### src/rtl/button_conditioner.sv
// Per-button 2-FF synchroniser, debounce FSM and press-edge detector with a lowest-index one-hot press vector.
// Optional auto-repeat of held buttons is compiled in when BTN_AUTOREPEAT_EN is defined.
module button_conditioner #(
  parameter int N               = 4,
  parameter int DEBOUNCE_CYCLES = 1000000,
  parameter int REPEAT_DELAY    = 50000000,
  parameter int REPEAT_PERIOD   = 10000000
) (
  input  logic         clk,
  input  logic         rst,
  input  logic [N-1:0] btn_in,
  output logic [N-1:0] btn_level,
  output logic [N-1:0] btn_press,
  output logic [N-1:0] btn_onehot
);

  localparam int CW = $clog2(DEBOUNCE_CYCLES);
  localparam logic [CW-1:0] CNT_LAST = CW'(DEBOUNCE_CYCLES - 1);

  typedef enum logic [1:0] {STABLE0, CHK1, STABLE1, CHK0} state_t;

  if (DEBOUNCE_CYCLES < 2 || REPEAT_DELAY < 1 || REPEAT_PERIOD < 1) begin : g_bad_cfg
    $error("button_conditioner: invalid timing parameters");
  end

  logic [N-1:0] sync1_reg, sync2_reg;
  logic [N-1:0] level_reg, press_reg, onehot_reg;
  logic [N-1:0] level_next, press_next, onehot_next;

  always_ff @(posedge clk) begin
    if (rst) begin
      sync1_reg <= '0;
      sync2_reg <= '0;
    end else begin
      sync1_reg <= btn_in;
      sync2_reg <= sync1_reg;
    end
  end

  genvar gi;
  generate
    for (gi = 0; gi < N; gi++) begin : g_btn
      state_t          state_reg, state_next;
      logic [CW-1:0]   cnt_reg, cnt_next;
      logic            qualify;
      logic            s;

      assign s = sync2_reg[gi];

      always_ff @(posedge clk) begin
        if (rst) begin
          state_reg <= STABLE0;
          cnt_reg   <= '0;
        end else begin
          state_reg <= state_next;
          cnt_reg   <= cnt_next;
        end
      end

      always_comb begin
        state_next = state_reg;
        cnt_next   = cnt_reg;
        qualify    = 1'b0;
        case (state_reg)
          STABLE0: if (s) begin
            state_next = CHK1;
            cnt_next   = '0;
          end
          CHK1: begin
            if (!s) state_next = STABLE0;
            else if (cnt_reg == CNT_LAST) begin
              state_next = STABLE1;
              qualify    = 1'b1;
            end else cnt_next = cnt_reg + 1'b1;
          end
          STABLE1: if (!s) begin
            state_next = CHK0;
            cnt_next   = '0;
          end
          CHK0: begin
            if (s) state_next = STABLE1;
            else if (cnt_reg == CNT_LAST) state_next = STABLE0;
            else cnt_next = cnt_reg + 1'b1;
          end
          default: state_next = STABLE0;
        endcase
      end

      // Level is high in STABLE1 and while a release is still being confirmed.
      assign level_next[gi] = (state_next == STABLE1) || (state_next == CHK0);

`ifdef BTN_AUTOREPEAT_EN
      localparam int RMAX = (REPEAT_DELAY > REPEAT_PERIOD) ? REPEAT_DELAY : REPEAT_PERIOD;
      localparam int RW   = $clog2(RMAX + 1);
      localparam logic [RW-1:0] DLY_LAST = RW'(REPEAT_DELAY - 1);
      localparam logic [RW-1:0] PER_LAST = RW'(REPEAT_PERIOD - 1);

      logic [RW-1:0] rpt_cnt_reg, rpt_cnt_next;
      logic          rpt_first_reg, rpt_first_next;
      logic          rpt_fire;
      logic          holding;

      assign holding = (state_reg == STABLE1) && (state_next == STABLE1);

      always_ff @(posedge clk) begin
        if (rst) begin
          rpt_cnt_reg   <= '0;
          rpt_first_reg <= 1'b1;
        end else begin
          rpt_cnt_reg   <= rpt_cnt_next;
          rpt_first_reg <= rpt_first_next;
        end
      end

      // First repeat waits the long delay, later ones use the period.
      always_comb begin
        rpt_cnt_next   = rpt_cnt_reg;
        rpt_first_next = rpt_first_reg;
        rpt_fire       = 1'b0;
        if (holding) begin
          if (rpt_cnt_reg == (rpt_first_reg ? DLY_LAST : PER_LAST)) begin
            rpt_fire       = 1'b1;
            rpt_cnt_next   = '0;
            rpt_first_next = 1'b0;
          end else begin
            rpt_cnt_next = rpt_cnt_reg + 1'b1;
          end
        end else begin
          rpt_cnt_next   = '0;
          rpt_first_next = 1'b1;
        end
      end

      assign press_next[gi] = qualify | rpt_fire;
`else
      assign press_next[gi] = qualify;
`endif
    end
  endgenerate

  // Isolate the lowest set bit so onehot stays aligned with press.
  assign onehot_next = press_next & (~press_next + 1'b1);

  always_ff @(posedge clk) begin
    if (rst) begin
      level_reg  <= '0;
      press_reg  <= '0;
      onehot_reg <= '0;
    end else begin
      level_reg  <= level_next;
      press_reg  <= press_next;
      onehot_reg <= onehot_next;
    end
  end

  assign btn_level  = level_reg;
  assign btn_press  = press_reg;
  assign btn_onehot = onehot_reg;

endmodule

### config.mk
export PLATFORM = sky130hd
export DESIGN_NAME = button_conditioner
export DESIGN_NICKNAME = d
export VERILOG_FILES = /design/src/rtl/button_conditioner.sv
export SDC_FILE = /design/constraint.sdc
export NUM_CORES = 1
export LEC_CHECK = 0
export CAP_MARGIN = 20
export CORE_UTILIZATION = 65
export CTS_BUF_LIST = sky130_fd_sc_hd__clkbuf_4
export DETAILED_ROUTE_END_ITERATION = 10
export GPL_ROUTABILITY_DRIVEN = 0
export GPL_TIMING_DRIVEN = 0
export MAX_ROUTING_LAYER = met4
export PLACE_DENSITY = 0.82
export SLEW_MARGIN = 10
export SYNTH_ARGS = -nofsm -noshare
export SYNTH_HDL_FRONTEND = slang
export SYNTH_SLANG_ARGS = --single-unit
export TNS_END_PERCENT = 100
### constraint.sdc
create_clock -name clk -period 4.7 [get_ports clk]
set_input_delay 0.705 -clock clk [delete_from_list [all_inputs] [get_ports clk]]
set_output_delay 0.705 -clock clk [all_outputs]
set_load 0.1 [all_outputs]
==> impl_metrics.py, run 1 <==
metrics = {
    "outcome": {
        "status": "complete, no violations",
    },
    "sta": {
        "relSlewSlack": 0.344,
        "fmaxAchievable_mhz": 348,
        "skew_ps": 15.5,
        "rsz0062_at_grt": "no",
        "slew_violations": 0,
        "period_needed_ps": 2870,
        "setup_viol_count_final": 0,
        "worst_slack_ps": 1830,
        "tightest_slew_ps": 981,
        "fin_crit_sh": 0.612,
        "fin_tns_setup_ps": 0,
        "hold_viol": 0,
    },
    "clock_tree": {
        "clock-sinks": 106,
        "worstSkewPairLatency_ps": 450,
        "h-tree-depth": 3,
        "postCtsSetupBuffers": 0,
        "cts_hold_buf": 0,
        "cts_root_buf": "clkbuf_4",
        "cts_tree": "built",
        "cts_resized": 0,
        "clkTransAtPathRegs_ps": 160,
        "cts_buffers": 9,
        "clk_path_buf_depth": 2,
    },
    "worst_setup_path": {
        "r2r_slack_ps": 2270,
        "cp-end-kind": "output pin",
        "path_max_fanout": 5,
        "worstReg2RegEnd": "g_btn[2].cnt_reg[5]",
        "startpoint_type": "flip-flop",
        "cp.arrival_ps": 2170,
        "cp.required_ps": 3990,
        "reg2regPathDepth": 6,
        "setup.worst_path.class": "reg2out",
        "r2r-start": "g_btn[2].cnt_reg[14]",
    },
    "pwr": {
        "seqPwrFrac": 0.611,
        "comb_power_share": 0.033,
        "sw_frac_of_total": 0.233,
        "internal_power_mw": 1.14,
        "leakage_nw": 1.78,
        "vdd.ir_drop.worst_mv": 0.227,
        "p_clk_frac": 0.356,
        "power_density_nw_per_um2": 280,
        "power_switching_uw": 346,
        "power_mw": 1.49,
    },
    "floorplanning": {
        "num_rows": 31,
        "core_area_um2": 7210,
        "io_pins": 18,
        "die_h_um": 88.2,
        "die-area_um2": 7780,
        "initial_core_util": 0.669,
        "die_w_um": 88.2,
    },
    "placement": {
        "place_ws_ps": 1930,
        "hpwl_um": 7070,
        "dpl_cell_area_um2": 5130,
        "io_buffers": 17,
    },
    "yosys": {
        "ys.warnings.count": 0,
        "yosysTopAreaCell": "dfxtp_1",
        "synth_compound_area_frac": 0.138,
        "synth-seq-cells": 106,
        "synth_nets": 568,
        "avgSynthCellArea_um2": 8.66,
        "synth_area_leaders": "dfxtp_1 44%, xor2_1 4.9%, nor2_1 4.7%, a21oi_1 4.4%, nand2_1 3.7%",
        "synth_top_family_by_area": "simple AND/OR/NAND/NOR gates",
        "synth_top_cell_area_share": 0.439,
        "synthAdderAreaFrac": 0.0104,
        "ys_types": 57,
        "synthArstFlopShare": 0,
        "synth_seq_area_share": 0.439,
        "muxShareOfSynthArea": 0.00415,
        "yosys.area_share.simple": 0.299,
        "syn_inst": 558,
        "synth_edf_count": 0,
        "synth_area_um2": 4830,
        "synth_ff_type": "dfxtp_1",
        "synth_xor_area_frac": 0.0780,
    },
    "final_layout": {
        "n_antenna_cell": 0,
        "final_common_cell": "dfxtp_1",
        "final_cell_mix": "106 x dfxtp_1, 61 x nor2_1, 48 x nand2_1, 42 x a21oi_1, 27 x xor2_1",
        "largest_register_ffs": 80,
        "area_delta_synth_final_pct": 9.79,
        "final_net_count": 598,
        "stdcell_area_um2": 5300,
        "drive_above_1_share": 0.0641,
    },
    "global_routing": {
        "grt_pass1_wl_um": 16500,
        "gr-usage-met2": 0.461,
        "gr-usage-all-layers": 0.279,
        "grt_pass1_vias": 3670,
        "overflow": 0,
        "busiest_layer": "met2",
        "grt_max_degree": 19,
        "grtUsageMet3": 0.0575,
        "use_met1": 0.351,
        "antenna_found_initial": 0,
    },
    "detailed_routing": {
        "drtIter0Drc": 217,
        "num_vias": 4214,
        "dr.pass1.iters": 6,
        "ant_nets": 0,
        "drt_wl_total_um": 10200,
        "via_per_inst": 6.09,
        "avgRoutedWirePerCell_um": 14.8,
        "drc": 0,
    },
    "min_path": {
        "hold_path_depth": 1,
        "min_path_type": "reg2reg",
        "min_to": "sync2_reg[3]",
        "hold_start": "sync1_reg[3]",
    },
    "run": {
        "drv_cap": 0,
    },
}
[synthesized netlist by cell type (6+ instances only)]
cell type	count
a21oi_1	42
a31oi_1	7
and3_1	10
and4_1	6
clkbuf_1	16
dfxtp_1	106
inv_1	12
nand2_1	48
nand3_1	22
nand4_1	26
nor2_1	61
nor2b_1	10
nor3_1	11
nor4bb_1	6
o21ai_0	18
o31ai_1	7
or3_1	13
or4_1	12
xnor2_1	16
xor2_1	27
[worst max-delay path, stage by stage, from the launching register on]
cell             delay, ps
dfxtp_1                460
buf_4                  140
clkdlybuf4s50_1       1110
[power groups by stage]
stage               logic (mW)  clock network, mW  registers, mW
detailed placement      0.0484                  0          0.927
CTS                     0.0486              0.535          0.908
global route            0.0539              0.565          0.909
global placement        0.0468                  0          0.927
floorplan               0.0316                  0          0.926
finish                  0.0486              0.529          0.908
[per-stage QoR]
step                hold slack [ps]   util  instances
floorplan                       414      -        558
global placement                417  0.710        674
detailed placement              420  0.711        675
CTS                             454  0.734        691
global route                    487  0.735        692
finish                          453  0.735        692
[logic make-up after synthesis]
family	after synthesis
DFF	106
xor gates and xnor gates	43
muxes	2
and+or+nand+nor	262
adders and majority gates	4
buffers and inverters	35
AOI/OAI and AO/OA	106
[routing by layer]
metal  vias to the layer above  routed length [um]
li1                       2078                   -
met1                      2006                4690
met2                       121                4900
met3                         9                 529
met4                         0                 106
met5                         -                   0
[area by class of cell]
class                           count  area [um2]
Sequential cell                   106        2120
Tap cell                           99         124
Clock buffer                        9        67.6
Buffer                             23         105
Fill cell                         588        1910
Multi-Input combinational cell    417        2560
Timing Repair Buffer               19         180
Clock inverter                      7         101
Inverter                           12        45.0
[worst max-delay path by stage]
| stage | from | slack (ps) | endpoint |
|---|---|---|---|
| floorplan | btn_press[0] | 2640 | btn_press[0] |
| global placement | rst | 1940 | g_btn[2].cnt_reg[4] |
| detailed placement | rst | 1930 | g_btn[2].cnt_reg[6] |
| CTS | btn_level[0] | 1810 | btn_level[0] |
| finish | btn_level[0] | 1830 | btn_level[0] |
| global route | btn_level[0] | 1760 | btn_level[0] |
No activity file was read; power rests on OpenSTA's default activity.
==> run 2, diff against run 1 <==
CORE_UTILIZATION = 57   (was 65)
PLACE_DENSITY = 0.76   (was 0.82)
clock period = 2.4 ns   (was 4.7 ns; I/O delays follow)
==> run 2 against run 1 <==
Power is 90% higher. Sequential share of layout area hardly changed. Cell count rose by 0.87%. Via count down 1.2%. Die area up 14%.
==> impl_metrics.py, run 2 (same netlist as run 1, synthesis figures left out) <==
metrics = {
    "global_routing": {
        "overflow": 0,
        "gr-usage-all-layers": 0.245,
        "grt_max_degree": 20,
        "antenna_found_initial": 0,
        "grtUsageMet3": 0.0421,
        "use_met1": 0.297,
        "busiest_layer": "met2",
        "grt_pass1_vias": 3748,
        "gr-usage-met2": 0.409,
        "grt_pass1_wl_um": 16700,
    },
    "clock_tree": {
        "cts_tree": "built",
        "clock-sinks": 106,
        "clkTransAtPathRegs_ps": 170,
        "postCtsSetupBuffers": 0,
        "cts_root_buf": "clkbuf_4",
        "clk_path_buf_depth": 2,
        "cts_hold_buf": 0,
        "worstSkewPairLatency_ps": 460,
        "cts_buffers": 9,
        "h-tree-depth": 3,
    },
    "final_layout": {
        "drive_above_1_share": 0.0675,
        "area_delta_synth_final_pct": 9.74,
        "final_common_cell": "dfxtp_1",
        "seqCellArea_um2": 2120,
        "fillers": 705,
        "final_net_count": 598,
        "largest_register_ffs": 80,
        "final_cell_mix": "106 x dfxtp_1, 61 x nor2_1, 48 x nand2_1, 42 x a21oi_1, 27 x xor2_1",
        "n_antenna_cell": 0,
        "multi_input_area_um2": 2570,
    },
    "worst_setup_path": {
        "startpoint_type": "flip-flop",
        "cp-startpoint": "btn_onehot[1]",
        "cp.arrival_ps": 1970,
        "cp_cell_sequence": "clkdlybuf4s50_1",
        "cp_num_buf_inv": 1,
        "setup.worst_path.class": "reg2out",
        "cp_top_family": "buffers and inverters",
        "cp.required_ps": 2040,
        "slowest_stage": "clkdlybuf4s50_1",
        "r2r-start": "g_btn[2].cnt_reg[0]",
        "path_max_fanout": 1,
        "cp-end-kind": "output pin",
        "critPathMaxStageDelay_ps": 1140,
    },
    "detailed_routing": {
        "drtIter0Drc": 105,
        "via_per_inst": 5.96,
        "avgRoutedWirePerCell_um": 14.2,
        "num_vias": 4163,
        "drt_wl_total_um": 9890,
        "drc": 0,
        "ant_nets": 0,
        "dr.pass1.iters": 4,
    },
    "pwr": {
        "leakage_nw": 1.80,
        "vdd.ir_drop.worst_mv": 0.420,
        "power_mw": 2.83,
        "power_density_nw_per_um2": 533,
    },
    "placement": {
        "hpwl_um": 7010,
        "place_ws_ps": -155,
        "io_buffers": 17,
    },
    "floorplanning": {
        "die_h_um": 94.1,
        "initial_core_util": 0.588,
        "die_w_um": 94.1,
        "num_rows": 33,
        "io_pins": 18,
        "die-area_um2": 8850,
        "core_area_um2": 8220,
    },
    "sta": {
        "skew_ps": 17.0,
        "tightest_slew_ps": 981,
        "rsz0062_at_grt": "no",
        "relSlewSlack": 0.344,
        "hold_viol": 0,
        "fmaxAchievable_mhz": 430,
        "worst_slack_ps": 73.9,
        "slew_violations": 0,
        "fin_crit_sh": 0.969,
        "setup_viol_count_final": 0,
        "period_needed_ps": 2330,
        "fin_hold_ws_ps": 426,
    },
    "run": {
        "drv_cap": 0,
    },
    "min_path": {
        "min_path_type": "in2reg",
        "hold_start": "btn_in[1]",
    },
    "outcome": {
        "status": "complete, no violations",
    },
}
[run 2: where the power goes]
| part | leakage, nW | switching (mW) | internal, mW | total [mW] |
|---|---|---|---|---|
| sequential | 0.856 | 0.00718 | 1.77 | 1.78 |
| combinational | 0.858 | 0.0649 | 0.0297 | 0.0946 |
| clock | 0.0841 | 0.617 | 0.338 | 0.955 |
| total | 1.80 | 0.689 | 2.14 | 2.83 |
[run 2: what timing repair did]
| action | CTS | global route |
|---|---|---|
| resized for setup | 3 | 3 |
| endpoints found under the setup margin | 3 | 18 |
| endpoints found under the hold margin | 0 | 0 |
[run 2: metal layers]
| layer | share of wire | wire [um] |
|---|---|---|
| met1 | 0.47 | 4680 |
| met2 | 0.48 | 4720 |
| met3 | 0.033 | 325 |
| met4 | 0.016 | 163 |
| met5 | 0 | 0 |
[run 2: cell type report]
cell class	instances	share of cell area
sequential	106	0.400
buffer	23	0.0198
timing repair buffer	19	0.0333
clock inverter	7	0.0163
multi-input combinational	417	0.484
tap	105	0.0248
clock buffer	9	0.0127
inverter	12	0.00850
[run 2: worst reg2reg max path, cell delays in order (launching register included)]
cell      delay (ps)
dfxtp_1          400
ha_1             190
nand4_1          290
or4_1            590
clkbuf_1         190
or3_1            340
a21oi_1          140
[run 2: metrics by stage]
step,utilization,area [um2],setup TNS [ps],instances
final,0.645,5300,0,698
after global routing,0.645,5300,0,698
after CTS,0.643,5290,0,697
after detailed placement,0.625,5140,-1460,681
after global placement,0.624,5130,-1550,680
after floorplan,-,4830,0,558
[run 2: path summary, 6_finish.rpt]
| check | to | slack (ps) | cells past startpoint |
|---|---|---|---|
| setup reg to reg | g_btn[2].cnt_reg[14] | 200 | 6 |
| setup / recovery | btn_onehot[1] | 70 | 1 |
| hold / removal | sync1_reg[1] | 430 | 2 |
| hold reg to reg | sync2_reg[3] | 460 | 1 |
==> run 3, diff against run 2 <==
CORE_UTILIZATION = 59   (was 57)
DONT_BUFFER_PORTS = 1   (was unset)
==> run 3 against run 2 <==
Power grew 2.4%. Sequential cell count did not move. Clock skew rose by 6.7 ps. Global-route usage rose by 1.5 points. Worst setup slack better by 66 ps. Sequential share of layout area up 1.2 points. Fmax rose by 2.9%. Non-clock buffer count is 16 lower. Highest routed layer unchanged.
==> impl_metrics.py, run 3 (same netlist as run 1, synthesis figures left out) <==
metrics = {
    "clock_tree": {
        "worstSkewPairLatency_ps": 470,
        "clkTransAtPathRegs_ps": 150,
        "h-tree-depth": 3,
        "cts_root_buf": "clkbuf_4",
        "cts_buffers": 9,
        "clock-sinks": 106,
        "postCtsSetupBuffers": 0,
        "clk_path_buf_depth": 2,
        "cts_tree": "built",
    },
    "pwr": {
        "vdd.ir_drop.worst_mv": 0.495,
        "leakage_nw": 1.73,
        "power_density_nw_per_um2": 562,
    },
    "worst_setup_path": {
        "cp.required_ps": 2790,
        "setup.worst_path.class": "reg2reg",
        "path_max_fanout": 9,
        "cp-startpoint": "g_btn[2].cnt_reg[0]",
        "cp-endpoint": "g_btn[2].cnt_reg[12]",
        "startpoint_type": "flip-flop",
        "r2r-start": "g_btn[2].cnt_reg[0]",
        "cp.arrival_ps": 2650,
        "reg2regPathDepth": 6,
        "r2r_slack_ps": 140,
        "cp-end-kind": "flip-flop",
        "worstReg2RegEnd": "g_btn[2].cnt_reg[12]",
    },
    "detailed_routing": {
        "avgRoutedWirePerCell_um": 14.8,
        "drt_wl_total_um": 10100,
        "ant_nets": 0,
        "via_per_inst": 6.02,
        "drc": 0,
        "drtIter0Drc": 186,
        "dr.pass1.iters": 4,
        "num_vias": 4086,
    },
    "sta": {
        "setup_viol_count_final": 0,
        "fin_hold_ws_ps": 32.0,
        "tightest_slew_ps": 960,
        "rsz0062_at_grt": "no",
        "relSlewSlack": 0.359,
        "fmaxAchievable_mhz": 443,
        "slew_violations": 0,
        "period_needed_ps": 2260,
        "skew_ps": 23.7,
        "fin_crit_sh": 0.942,
        "hold_viol": 0,
        "fin_tns_setup_ps": 0,
    },
    "floorplanning": {
        "die_w_um": 92.5,
        "core_area_um2": 7810,
        "die-area_um2": 8550,
        "io_pins": 18,
        "num_rows": 32,
        "die_h_um": 92.5,
        "initial_core_util": 0.619,
    },
    "placement": {
        "hpwl_um": 7130,
        "io_buffers": 0,
        "dp_cells": 661,
    },
    "final_layout": {
        "n_antenna_cell": 0,
        "final_common_cell": "dfxtp_1",
        "largest_register_ffs": 80,
        "final_net_count": 582,
        "final_cells": 679,
        "fillers": 672,
        "area_delta_synth_final_pct": 6.61,
        "drive_above_1_share": 0.0693,
        "final_cell_mix": "106 x dfxtp_1, 61 x nor2_1, 48 x nand2_1, 42 x a21oi_1, 27 x xor2_1",
    },
    "global_routing": {
        "grt_max_degree": 19,
        "grt_pass1_wl_um": 17600,
        "grt_pass1_vias": 3802,
        "overflow": 0,
        "gr-usage-all-layers": 0.260,
        "antenna_found_initial": 0,
    },
    "min_path": {
        "min_path_type": "in2reg",
    },
    "outcome": {
        "status": "complete, no violations",
    },
    "run": {
        "drv_cap": 0,
    },
}
run 3: metal layers:
layer,vias up,GRT usage,share of wire
li1,2052,-,-
met1,1949,0.337,0.49
met2,71,0.416,0.47
met3,14,0.0484,0.034
met4,0,0.0729,0.011
met5,-,-,0
run 3: area by class of cell:
class / instances / area (um2) / share of cell area
Buffer: 23 / 105 / 0.0204
Timing Repair Buffer: 3 / 20.0 / 0.00389
Tap cell: 102 / 128 / 0.0248
Sequential cell: 106 / 2120 / 0.412
Multi-Input combinational cell: 417 / 2560 / 0.498
Clock buffer: 9 / 67.6 / 0.0131
Inverter: 12 / 45.0 / 0.00875
Clock inverter: 7 / 96.3 / 0.0187
run 3: critical path: stages (launching register included):
cell and delay (ps):
dfxtp_1 400, ha_1 190, nand4_1 340, or4_1 600, clkbuf_1 190, or3_1 340
a21oi_1 150
run 3: metrics by stage:
stage | power [mW] | worst slack [ps] | instance area [um2] | util
2_1_floorplan | 1.87 | 480 | 4830 | -
3_3_place_gp | 1.90 | 198 | 4960 | 0.635
3_5_place_dp | 1.90 | 118 | 4960 | 0.636
4_1_cts | 2.92 | 91.6 | 5130 | 0.657
5_1_grt | 3.00 | 10.4 | 5150 | 0.659
6_report | 2.90 | 140 | 5150 | 0.659
run 3: power by group:
part	internal [mW]	switching [mW]	total (mW)
Sequential	1.77	0.00749	1.78
Clock	0.431	0.599	1.03
Combinational	0.0240	0.0642	0.0882
run 3: timing repair:
| action | CTS | global route |
|---|---|---|
| resized for setup | 0 | 3 |
| endpoints found under the hold margin | 0 | 1 |
| setup endpoints to repair | 0 | 19 |
| hold buffers | 0 | 1 |
run 3: how the worst min path moves through the flow:
stage | start | end | slack [ps] | cells past startpoint
after floorplan | sync1_reg[0] | sync2_reg[0] | 410 | 1
after global placement | sync1_reg[0] | sync2_reg[0] | 420 | 1
after detailed placement | sync1_reg[1] | sync2_reg[1] | 420 | 1
after CTS | btn_in[3] | sync1_reg[3] | 6 | 1
after global routing | btn_in[0] | sync1_reg[0] | 20 | 1
final | btn_in[2] | sync1_reg[2] | 30 | 1
==> RTL change, RTL diff (config.mk and constraints of run 3) <==
Re-encode `state_t` (4 states) as one-hot, 4 bits wide.
--- a/src/rtl/button_conditioner.sv
+++ b/src/rtl/button_conditioner.sv
@@ -18,5 +18,5 @@
   localparam logic [CW-1:0] CNT_LAST = CW'(DEBOUNCE_CYCLES - 1);
 
-  typedef enum logic [1:0] {STABLE0, CHK1, STABLE1, CHK0} state_t;
+  typedef enum logic [3:0] {STABLE0 = 4'b0001, CHK1 = 4'b0010, STABLE1 = 4'b0100, CHK0 = 4'b1000} state_t;
 
   if (DEBOUNCE_CYCLES < 2 || REPEAT_DELAY < 1 || REPEAT_PERIOD < 1) begin : g_bad_cfg
Formal check against the unedited RTL: no difference found for any inputs over 4 cycles, from zero or initial values and one cycle with rst high; so few cycles prove little.
==> RTL change against run 3 <==
The run now ends with setup timing left. Routed wire length grew 24%. Worst hold slack gained 0.10 ns. Synthesized area grew 18%. Sequential cell count grew 9. Worst setup slack lost 0.16 ns. Critical path type unchanged. Cell area grew 27%. Total power grew 34%. Fmax shrank 6.6%.
==> RTL change: results (changes against run 3) <==
metric;value;unit;change
timing.final.ws_setup;-0.02050;ns;-0.1606 ns
setup_violations;4;;+4
drive_gt1_share;15.64;%;+8.7 points
yosys-top-cells-count;dfxtp_1, nor2_1, nand2_1;;
synth_compound_area_share;8.140;%;-5.7 points
seq_area_share;35.41;%;-5.8 points
dpl.hpwl;8.243;mm;+16%
endpoint;g_btn[1].cnt_reg[1];;
clock_latency;0.52;ns;+0.05 ns
seq_cell_count;115;;+8.5%
dr.pass1.iters;5;;+1
cts_made_buffers;17;;+8
failed_checks;setup timing;;
finClkSkew;0.02060;ns;-0.003091 ns
cts_resized;20;;+20
areaGrowthSynthToFinish;14.44;%;
grt_pass1_vias;4739;;+25%
drt_iter0_drc;311;;+67%
buffer_area_share;5.296;%;+2.9 points
ir_drop;548.8;uV;+11%
cts_root_buffer;clkbuf_4;;
gr-usage-all-layers;27.19;%;+1.2 points
fin_nets;726;;+25%
min_path_cells;3;;+2
ys_types;66;;+16%
cts_setup_buffers;9;;+9
cellLeakagePower;2.246;nW;+29%
grt_max_degree;17;;-2
yosysSeqAreaShare;40.26;%;-3.7 points
placed_cell_area;5879;um^2;+18%
synthXorXnorAreaFrac;9.803;%;+2.0 points
pre_cts_ws;-0.3256;ns;-0.4439 ns
fin_area;6544;um^2;+27%
final-clk-cell-share;5.507;%;+2.3 points
crit_arrival;2.81;ns;+0.16 ns
max_stage_delay;0.53;ns;-0.07 ns
relSlewSlack;36.30;%;+0.41 points
finalSetupTns;-0.05045;ns;-0.05045 ns
synth_fa_ha_area_share;0.8753;%;-0.16 points
multi_input_area_share;50.63;%;+0.81 points
nClkBuffers;20;;+11
avgViaCountPerCell;5.786;;-3.9%
ys_top_cells_by_area;dfxtp_1, nor2_1, xnor2_1, xor2_1, nand2_1;;
nMultiInputCombCells;522;;+25%
filler_cell_count;747;;+11%
muxShareOfSynthArea;0.7659;%;+0.35 points
status;complete, but fails checks;;
worst_hold_slack;0.1354;ns;+0.1034 ns
critPathTopFamily;simple AND/OR/NAND/NOR gates;;
nNonClkBuffers;48;;+85%
layout.cells.non_filler;858;;+26%
post-place-cells;810;;+23%
[RTL change: cell count changes in the layout (fill, tap and decap cells not counted), moves of 8 or more]
| cell | delta |
|---|---|
| clkbuf_4 | +13 |
| nand3_1 | +9 |
| nor2b_1 | +8 |
| dfxtp_2 | +9 |
| nand2b_1 | +10 |
| nand3_2 | +8 |
| a21oi_1 | -22 |
| and3_1 | +10 |
| xnor2_1 | +16 |
| buf_4 | +17 |
| nor2_1 | +40 |
| nor4_1 | +9 |
| nor3_1 | +11 |
| nor3b_1 | +8 |
[RTL change: power by group]
group          leakage [nW]  internal, W  switching (W)
clock                 0.192      0.00106       0.000721
sequential            0.934      0.00192      0.0000277
combinational          1.12    0.0000464      0.0000938
total                  2.25      0.00303       0.000843
[RTL change: routing by layer]
metal	global-route usage (%)	share of wire, %	up-vias
met5	-	0	-
met2	43.41	48	125
met4	10.70	1.3	0
li1	-	-	2489
met1	33.64	46	2332
met3	5.710	4.6	18
